`src/rtl/fifo_wr_arbiter.sv`:
```
// Round-robin arbiter that lets NUM_REQ valid/ready producers share one FIFO write port in bounded bursts.
// Optional per-producer saturating accepted-word counters (grant_cnt port) when ARB_GRANT_CNT_EN is defined.
module fifo_wr_arbiter #(
  parameter int NUM_REQ    = 4,
  parameter int DATA_WIDTH = 8,
  parameter int MAX_BURST  = 4,
  parameter int CNT_WIDTH  = 16
) (
  input  logic                          clk,
  input  logic                          rst,
  input  logic [NUM_REQ-1:0]            req_valid,
  input  logic [NUM_REQ*DATA_WIDTH-1:0] req_data,
  output logic [NUM_REQ-1:0]            req_ready,
  input  logic                          fifo_full,
  output logic                          fifo_wr_en,
  output logic [DATA_WIDTH-1:0]         fifo_wr_data,
  output logic [$clog2(NUM_REQ)-1:0]    owner,
  output logic                          busy
`ifdef ARB_GRANT_CNT_EN
  ,
  output logic [NUM_REQ*CNT_WIDTH-1:0]  grant_cnt
`endif
);

  localparam int OWN_W  = $clog2(NUM_REQ);
  localparam int BEAT_W = $clog2(MAX_BURST + 1);

  typedef enum logic {IDLE, BURST} state_t;

  state_t                   state, state_next;
  logic [OWN_W-1:0]         last_owner;
  logic [BEAT_W-1:0]        beat_cnt;
  logic [OWN_W-1:0]         pick_idx;
  logic                     pick_found;
  logic [NUM_REQ-1:0]       owner_onehot;
  logic                     owner_valid;
  logic [NUM_REQ*DATA_WIDTH-1:0] data_shifted;
  logic [DATA_WIDTH-1:0]    owner_data;
  logic                     xfer;
  logic                     burst_done;

  assign owner_onehot = NUM_REQ'(1) << owner;
  assign owner_valid  = |(req_valid & owner_onehot);
  assign data_shifted = req_data >> (DATA_WIDTH * int'(owner));
  assign owner_data   = data_shifted[DATA_WIDTH-1:0];
  assign xfer         = (state == BURST) && owner_valid && !fifo_full;
  assign burst_done   = xfer && (beat_cnt == BEAT_W'(MAX_BURST - 1));

  // Rotate the valid vector so the slot after last_owner lands at bit 0, then take the lowest set bit.
  always_comb begin
    logic [OWN_W-1:0]     start;
    logic [2*NUM_REQ-1:0] dbl;
    logic [NUM_REQ-1:0]   rot;
    logic [OWN_W-1:0]     offset;
    logic [OWN_W:0]       sum;
    start      = (last_owner == OWN_W'(NUM_REQ - 1)) ? '0 : last_owner + OWN_W'(1);
    dbl        = {req_valid, req_valid} >> start;
    rot        = dbl[NUM_REQ-1:0];
    offset     = '0;
    pick_found = |rot;
    for (int j = NUM_REQ - 1; j >= 0; j--) begin
      if (rot[j]) offset = OWN_W'(j);
    end
    sum = {1'b0, start} + {1'b0, offset};
    if (sum >= (OWN_W+1)'(NUM_REQ)) sum = sum - (OWN_W+1)'(NUM_REQ);
    pick_idx = sum[OWN_W-1:0];
  end

  always_ff @(posedge clk) begin
    if (rst) begin
      state      <= IDLE;
      owner      <= '0;
      last_owner <= OWN_W'(NUM_REQ - 1);
      beat_cnt   <= '0;
    end else begin
      state <= state_next;
      if (state == IDLE && pick_found) begin
        owner    <= pick_idx;
        beat_cnt <= '0;
      end else if (xfer) begin
        beat_cnt <= beat_cnt + BEAT_W'(1);
      end
      if (state == BURST && state_next == IDLE) last_owner <= owner;
    end
  end

  always_comb begin
    state_next = state;
    case (state)
      IDLE:    if (pick_found) state_next = BURST;
      BURST:   if (!owner_valid || burst_done) state_next = IDLE;
      default: state_next = IDLE;
    endcase
  end

  // Outputs are forced to their idle values while rst is high so a reset cycle never writes.
  always_comb begin
    req_ready    = '0;
    fifo_wr_en   = 1'b0;
    fifo_wr_data = '0;
    busy         = 1'b0;
    if (!rst && state == BURST) begin
      busy         = 1'b1;
      req_ready    = fifo_full ? '0 : owner_onehot;
      fifo_wr_en   = xfer;
      fifo_wr_data = owner_data;
    end
  end

`ifdef ARB_GRANT_CNT_EN
  for (genvar i = 0; i < NUM_REQ; i++) begin : g_cnt
    logic [CNT_WIDTH-1:0] cnt;
    always_ff @(posedge clk) begin
      if (rst) cnt <= '0;
      else if (xfer && owner == OWN_W'(i) && cnt != '1) cnt <= cnt + CNT_WIDTH'(1);
    end
    assign grant_cnt[i*CNT_WIDTH +: CNT_WIDTH] = cnt;
  end
`endif

endmodule

```
`config.mk`:
```
export PLATFORM = sky130hd
export DESIGN_NAME = fifo_wr_arbiter
export DESIGN_NICKNAME = d
export VERILOG_FILES = /design/src/rtl/fifo_wr_arbiter.sv
export SDC_FILE = /design/constraint.sdc
export NUM_CORES = 1
export LEC_CHECK = 0
export ABC_AREA = 1
export CORE_MARGIN = 3
export CORE_UTILIZATION = 34
export DETAILED_ROUTE_END_ITERATION = 8
export GPL_ROUTABILITY_DRIVEN = 0
export PLACE_DENSITY = 0.77
export SETUP_SLACK_MARGIN = 0.3
export SLEW_MARGIN = 20
export SYNTH_ARGS = -nofsm -noshare
export SYNTH_HDL_FRONTEND = slang
export SYNTH_SLANG_ARGS = --single-unit
```
`constraint.sdc`:
```
create_clock -name clk -period 1.85 [get_ports clk]
set_input_delay 0.555 -clock clk [delete_from_list [all_inputs] [get_ports clk]]
set_output_delay 0.555 -clock clk [all_outputs]
set_load 0.03 [all_outputs]
```
==> results by group, run 1 <==
Worst setup path
  • Critical path peak fanout: 7
  • Worst endpoint data arrival time: 1440 ps
  • Nature of the critical path endpoint: output port
  • CP Data Required Time: 1290 ps
  • Startpoint Class: register
  • CP Class: register to output port

Yosys
  • Ys flop type: dfxtp_1
  • Mux contribution to synthesized area: 0%
  • Number of synthesized register bits: 8
  • Top cell type's share of synthesized area: 19.13%
  • Post-synth top cells: 35 x nand3_1, 30 x nand2_1, 13 x inv_1
  • Cell variety after synth: 22
  • Sequential share of the synthesized area: 17.49%
  • Synth Area in Simple Gates: 51.23%
  • Avg Cell Area, Syn: 6.147 µm²
  • Post-synth top area cell: nand3_1
  • Most area-consuming cells after synthesis: nand3_1 19%, dfxtp_1 17%, nand2_1 12%, a22oi_1 6.6%, a31oi_1 5.5%
  • Post-Synth Adder-Cell Area: 5.464%
  • Synth Area in XOR/XNOR: 0.9563%
  • Most frequent cell after synthesis: nand3_1
  • Compound-Gate Fraction of Synth Area: 13.39%
  • Post-synthesis instance area: 915.9 µm²
  • Post-synth EDFFs: 0
  • Net count after synthesis: 192
  • Asr flop ratio synth: 0%
  • Synth warnings: 0
  • Largest family of logic cells by synthesized area: simple AND/OR/NAND/NOR gates
  • Syn Inst Count: 149

Power
  • Worst IR Drop VDD: 1.356 mV
  • Static Leak: 0.9457 nW
  • Comb pwr share: 84.1%
  • Internal: 1.443 mW
  • PwrDens: 1313 nW/µm²
  • Seq pwr share: 10.8%
  • Net Sw Power: 1.525 mW
  • Sw frac: 51.39%
  • Clk pwr share: 5.1%

CTS
  • Post-CTS Hold Buffers: 0
  • TritonCTS clock tree: yes
  • Clk buf depth: 2
  • Clock Latency Late Sink: 270 ps
  • CTS sink count: 8
  • Worst-path clk slew: 60 ps
  • H-tree depth: 1
  • Clock root cell: clkbuf_4
  • CTS buffer count: 3

Place
  • Dpl hpwl: 2.690 mm
  • Port bufs: 54

Cells and area
  • Layout cell share with drive strength beyond 1: 61.37%
  • Diode count: 0
  • Layout area overhead: 146.7%
  • Final net count: 277
  • Fillcell total: 104
  • Final Util: 89.58%

STA
  • # setup viols final: 10
  • Slew Limit Headroom: 83.09%
  • FMAX: 502.2 MHz
  • Slew Viols, Final: 0
  • Slew @ Worst Pin: 253.3 ps
  • Period utilization: 107.6%
  • Unrepaired setup endpoints after global routing: yes
  • Setup TNS: -1105 ps
  • Fin crit period: 1991 ps
  • Final worst setup slack: -141.3 ps
  • Fin. Hold Viols: 0
  • Clock Skews: 11.76 ps

Routing
  • Router iterations before antenna repair: 4
  • Via total after detailed routing: 1579
  • Final antenna-violating net count: 0
  • Initial DRC Count: 73
  • Routed WL per cell: 19.95 µm
  • Number of remaining DRC errors: 0
  • Vias/cell: 6.004
  • Routed WL: 5.247 mm

Status
  • Status: complete, but fails checks
  • Failing checks: negative setup slack

Floorplan
  • Initial Util: 36.31%
  • Core area: 2522 µm²
  • # IOs: 55
  • Die H: 57.90 µm
  • Die span in x: 57.90 µm
  • Die area: 3352 µm²
  • # rows: 18

GRT
  • First-pass GRT wire length: 6.230 mm
  • Initial antenna violation count: 0
  • GRT Total Usage: 23.52%
  • Remaining global-route overflow: 0
  • Vias in the first global route: 1397
  • Largest net degree at the start of global routing: 17

Run
  • Max-cap violation count: 0

Hold path
  • Min-delay worst type: register to register
## power groups by stage
stage | combinational, mW | sequential [mW] | clock [mW]
after detailed placement | 1.61 | 0.308 | 0
after global routing | 2.65 | 0.325 | 0.159
after floorplan | 1.17 | 0.299 | 0
after global placement | 1.56 | 0.307 | 0
after CTS | 2.09 | 0.311 | 0.152
final | 2.49 | 0.321 | 0.152
## cell families after synthesis
group,after synthesis
xor gates and xnor gates,1
adders and majority gates,4
DFF,8
and+or+nand+nor,93
AOI/OAI and AO/OA,18
buffers and inverters,25
## layout make-up
type / count / area [µm²] / share of cell area [%]
Clock buffer: 4 / 26.28 / 1.163
Inverter: 18 / 82.58 / 3.654
Multi-Input combinational cell: 116 / 1100 / 48.67
Sequential cell: 8 / 173.9 / 7.697
Tap cell: 30 / 37.54 / 1.661
Timing Repair Buffer: 86 / 833.3 / 36.88
Timing Repair inverter: 1 / 6.256 / 0.2769
## final timing paths
kind	start	end	slack [ps]	cells after the start
min reg2reg	last_owner[1]$_SDFFE_PP1P_	last_owner[1]$_SDFFE_PP1P_	510	2
max	owner[0]$_SDFFE_PP0P_	fifo_wr_data[2]	-140	6
min	last_owner[1]$_SDFFE_PP1P_	last_owner[1]$_SDFFE_PP1P_	510	2
max reg2reg	last_owner[0]$_SDFFE_PP1P_	owner[1]$_SDFFE_PP0P_	-60	13
## worst max-delay path, cell delays in order (launching register included)
cell and delay, ps:
dfxtp_4 400, inv_4 60, nor2_4 160, buf_12 150, a22oi_2 80, a31oi_4 150
buf_6 150
## state kept, by name, summed over array words and instances, names as in the netlist
register    flops
beat_cnt        3
last_owner      2
owner           2
state           1
## layout by cell type, fill, tap and decap left out, drive strengths merged
cell            n
nand4           4
inv            19
nor2           14
a22oi           8
ha              4
a21boi          1
a21oi           1
nand3          37
dlygate4sd2    34
dfxtp           8
xor2            1
nand2          36
clkdlybuf4s15   2
clkbuf          5
buf            49
nor3            2
a31oi           8
## routing by layer
metal  routed length (µm)  global-route usage (%)  vias to the layer above
met5                    0                       0                        -
met3                  542                   3.563                       39
met4                  305                   4.967                        0
met2                 2606                   46.29                      124
li1                     -                       -                      680
met1                 1792                   26.12                      736
## metrics by stage
stage | power, mW | area (µm²) | hold slack, ps | std cells | setup WS [ps]
floorplan | 1.471 | 1174 | 483.1 | 149 | 29.95
global placement | 1.872 | 1763 | 504.1 | 239 | -405.6
detailed placement | 1.914 | 1763 | 518.5 | 239 | -533.3
CTS | 2.554 | 2113 | 496.4 | 252 | -78.30
global route | 3.130 | 2260 | 551.7 | 263 | -189.8
finish | 2.968 | 2260 | 506.2 | 263 | -141.3
## repair_timing
item	in CTS	in global routing
setup buffers	8	11
gates cloned	1	0
pin swaps	33	19
hold endpoints to repair	0	0
resized for setup	112	22
setup endpoints to repair	24	21
Power figures use the tool's default switching activity.
==> inputs of run 2 (changes only) <==
--- a/config.mk
+++ b/config.mk
@@ -7,10 +7,10 @@
 export LEC_CHECK = 0
 export ABC_AREA = 1
 export CORE_MARGIN = 3
-export CORE_UTILIZATION = 34
+export CORE_UTILIZATION = 37
 export DETAILED_ROUTE_END_ITERATION = 8
 export GPL_ROUTABILITY_DRIVEN = 0
-export PLACE_DENSITY = 0.77
+export PLACE_DENSITY = 0.8
 export SETUP_SLACK_MARGIN = 0.3
 export SLEW_MARGIN = 20
 export SYNTH_ARGS = -nofsm -noshare
==> constraint.sdc (replaced) <==
create_clock -name clk -period 2.28 [get_ports clk]
set_input_delay 0.684 -clock clk [delete_from_list [all_inputs] [get_ports clk]]
set_output_delay 0.684 -clock clk [all_outputs]
set_load 0.03 [all_outputs]
==> run 2 against run 1 <==
The run now ends clean. Cell area fell by 6.7%. Die area decreased by 7.3%. Wire length increased by 5.7%. Flip-flop and latch count is the same. Setup slack better by 250 ps. Clock skew grew 6.2 ps. Sequential power down 24%. Clock power is 18% lower. Core utilization up 3.0 points. Critical path depth rose by 1. Final cell count decreased by 3.4%. Hold slack gained 16 ps. Critical endpoint is now fifo_wr_en.
==> results by group, run 2 (same netlist as run 1, synthesis figures left out) <==
Routing
  • Routed WL: 5.548 mm (+5.7%)
  • Final antenna-violating net count: 0 (unchanged)
  • Initial DRC Count: 73 (unchanged)
  • Number of remaining DRC errors: 0 (unchanged)
  • Vias/cell: 6.098 (+1.6%)
  • Via total after detailed routing: 1549 (-1.9%)
  • Routed WL per cell: 21.84 µm (+9.5%)
  • Router iterations before antenna repair: 4 (unchanged)

Worst setup path
  • Nature of the critical path endpoint: output port
  • Startpoint Class: register
  • Crit-path cells: buf_6 > nor2_4 > nand2_2 > nand4_4 > nand3_4 > nor2_4 > buf_6
  • Critical path buffers and inverters: 2 (-1)
  • CP Class: register to output port
  • Critical path peak fanout: 4 (-3)
  • Slowest stage delay, CP: 380 ps (-20 ps)
  • Cell family with most CP delay: simple AND/OR/NAND/NOR gates
  • Critical-path top delay cell: dfxtp_4
  • CP Data Required Time: 1600 ps (+310 ps)
  • Worst endpoint data arrival time: 1490 ps (+50 ps)

Cells and area
  • Non-filler cells, final: 254 (-3.4%)
  • Fillcell total: 76 (-27%)
  • Max reg flops: 3 (unchanged)
  • Most common cell after layout, fill and taps aside: dlygate4sd2_1
  • Layout cell share with drive strength beyond 1: 53.98% (-7.4 points)
  • Diode count: 0 (unchanged)
  • Layout area overhead: 130.2%
  • Final net count: 270 (-2.5%)
  • Most frequent cells in the layout: 34 x dlygate4sd2_1, 25 x nand2_1, 22 x nand3_2
  • Regs by FF count: beat_cnt: 3 flops, last_owner: 2 flops, owner: 2 flops
  • Largest reg by FF count: beat_cnt

Floorplan
  • Die area: 3108 µm² (-7.3%)
  • # IOs: 55 (unchanged)
  • Initial Util: 40.24% (+3.9 points)
  • Core area: 2276 µm² (-9.8%)
  • Die span in x: 55.75 µm (-3.7%)
  • # rows: 17 (-1)
  • Die H: 55.75 µm (-3.7%)

CTS
  • H-tree depth: 1 (unchanged)
  • Post-CTS Hold Buffers: 0 (unchanged)
  • CTS buffer count: 3 (unchanged)
  • TritonCTS clock tree: yes
  • Clk buf depth: 2 (unchanged)
  • Clock root cell: clkbuf_4
  • Worst-path clk slew: 70 ps (about the same)
  • Clock Latency Late Sink: 270 ps (about the same)
  • CTS sink count: 8 (unchanged)

STA
  • # setup viols final: 0 (-10)
  • Clock Skews: 17.97 ps (+6.210 ps)
  • Slew @ Worst Pin: 310.0 ps (+56.64 ps)
  • FMAX: 461.0 MHz
  • Unrepaired setup endpoints after global routing: yes
  • Slew Limit Headroom: 79.42% (-3.7 points)
  • Fin. Hold Viols: 0 (unchanged)
  • Slew Viols, Final: 0 (unchanged)
  • Fin crit period: 2169 ps
  • Period utilization: 95.15%

Place
  • Port bufs: 54 (unchanged)
  • Dpl hpwl: 2.752 mm (+2.3%)
  • Dpl cells: 235 (-1.7%)

GRT
  • Initial antenna violation count: 0 (unchanged)
  • First-pass GRT wire length: 7.969 mm (+28%)
  • GRT Total Usage: 33.01% (+9.5 points)
  • Vias in the first global route: 1585 (+13%)
  • Largest net degree at the start of global routing: 15 (-2)
  • Remaining global-route overflow: 0 (unchanged)

Status
  • Status: completed

Power
  • PwrDens: 1064 nW/µm² (-19%)
  • Worst IR Drop VDD: 1.205 mV (-11%)
  • Total power: 2.244 mW (-24%)
  • Static Leak: 0.8920 nW (-5.7%)

Hold path
  • Min-delay worst type: register to register

Run
  • Max-cap violation count: 0 (unchanged)
run 2: changes by cell type in the layout (fill, tap and decap cells not counted), moves of 2 or more:
cell     delta
nor2_2      -3
nor2_1      +4
nand3_1     +6
buf_6       -6
inv_4       -3
buf_4       -3
nand3_2     -6
buf_2       +2
inv_1       +2
run 2: metrics by stage:
stage	hold WS, ps	area [µm²]	util, %	worst slack [ps]	TNS (ps)
finish	521.8	2108	92.63	110.6	0
global route	538.9	2108	92.63	60.01	0
CTS	537.8	2058	90.43	119.3	0
detailed placement	491.4	1679	73.78	-296.1	-3061
global placement	457.5	1679	73.78	-208.9	-2502
floorplan	432.9	1099	-	183.4	0
run 2: path summary, 6_finish.rpt:
check	depth (start not counted)	startpoint	to	slack (ps)
hold reg to reg	2	last_owner[1]$_SDFFE_PP1P_	last_owner[1]$_SDFFE_PP1P_	520
hold / removal	2	last_owner[1]$_SDFFE_PP1P_	last_owner[1]$_SDFFE_PP1P_	520
setup reg to reg	13	last_owner[1]$_SDFFE_PP1P_	owner[1]$_SDFFE_PP0P_	280
setup / recovery	7	owner[0]$_SDFFE_PP0P_	fifo_wr_en	110
run 2: repair_timing:
action | in CTS | in global routing
setup endpoints to repair | 18 | 15
buffers inserted | 13 | 1
gates resized for setup | 112 | 22
gates cloned | 1 | 0
pin swaps | 24 | 18
run 2: report_power, final:
group	internal, mW	leakage, nW	switching [mW]	total (mW)
Combinational	0.781	0.811	1.09	1.88
Clock	0.0673	0.0150	0.0571	0.124
Sequential	0.185	0.0665	0.0585	0.244
run 2: worst register-to-register path: cells and delay by family, from the launching register on:
| family | cells | cell delay, ps |
|---|---|---|
| AND/OR/NAND/NOR | 7 | 630 |
| buffers and inverters | 2 | 140 |
| XOR/XNOR | 1 | 170 |
| adder cells (fa/ha/maj) | 2 | 470 |
| AO/OA/AOI/OAI | 1 | 160 |
| flip-flops | 1 | 340 |
run 2: final cells by class:
class                   instances  area [µm²]  share of cell area, %
repair buffers                 79       748.2                  35.49
repair inverters                1       8.758                 0.4154
clock buffers                   4       26.28                  1.246
multi-input cells             116        1030                  48.84
well taps                      28       35.03                  1.662
inverters                      18       90.09                  4.273
flip-flops and latches          8       170.2                  8.071
run 2: metal layers:
| layer | vias to the layer above | track usage [%] | wire, µm |
|---|---|---|---|
| met5 | - | 0 | 0 |
| met4 | 0 | 19.79 | 350 |
| met3 | 35 | 7.193 | 369 |
| met2 | 95 | 60.30 | 2847 |
| met1 | 751 | 33.89 | 1980 |
| li1 | 668 | - | - |
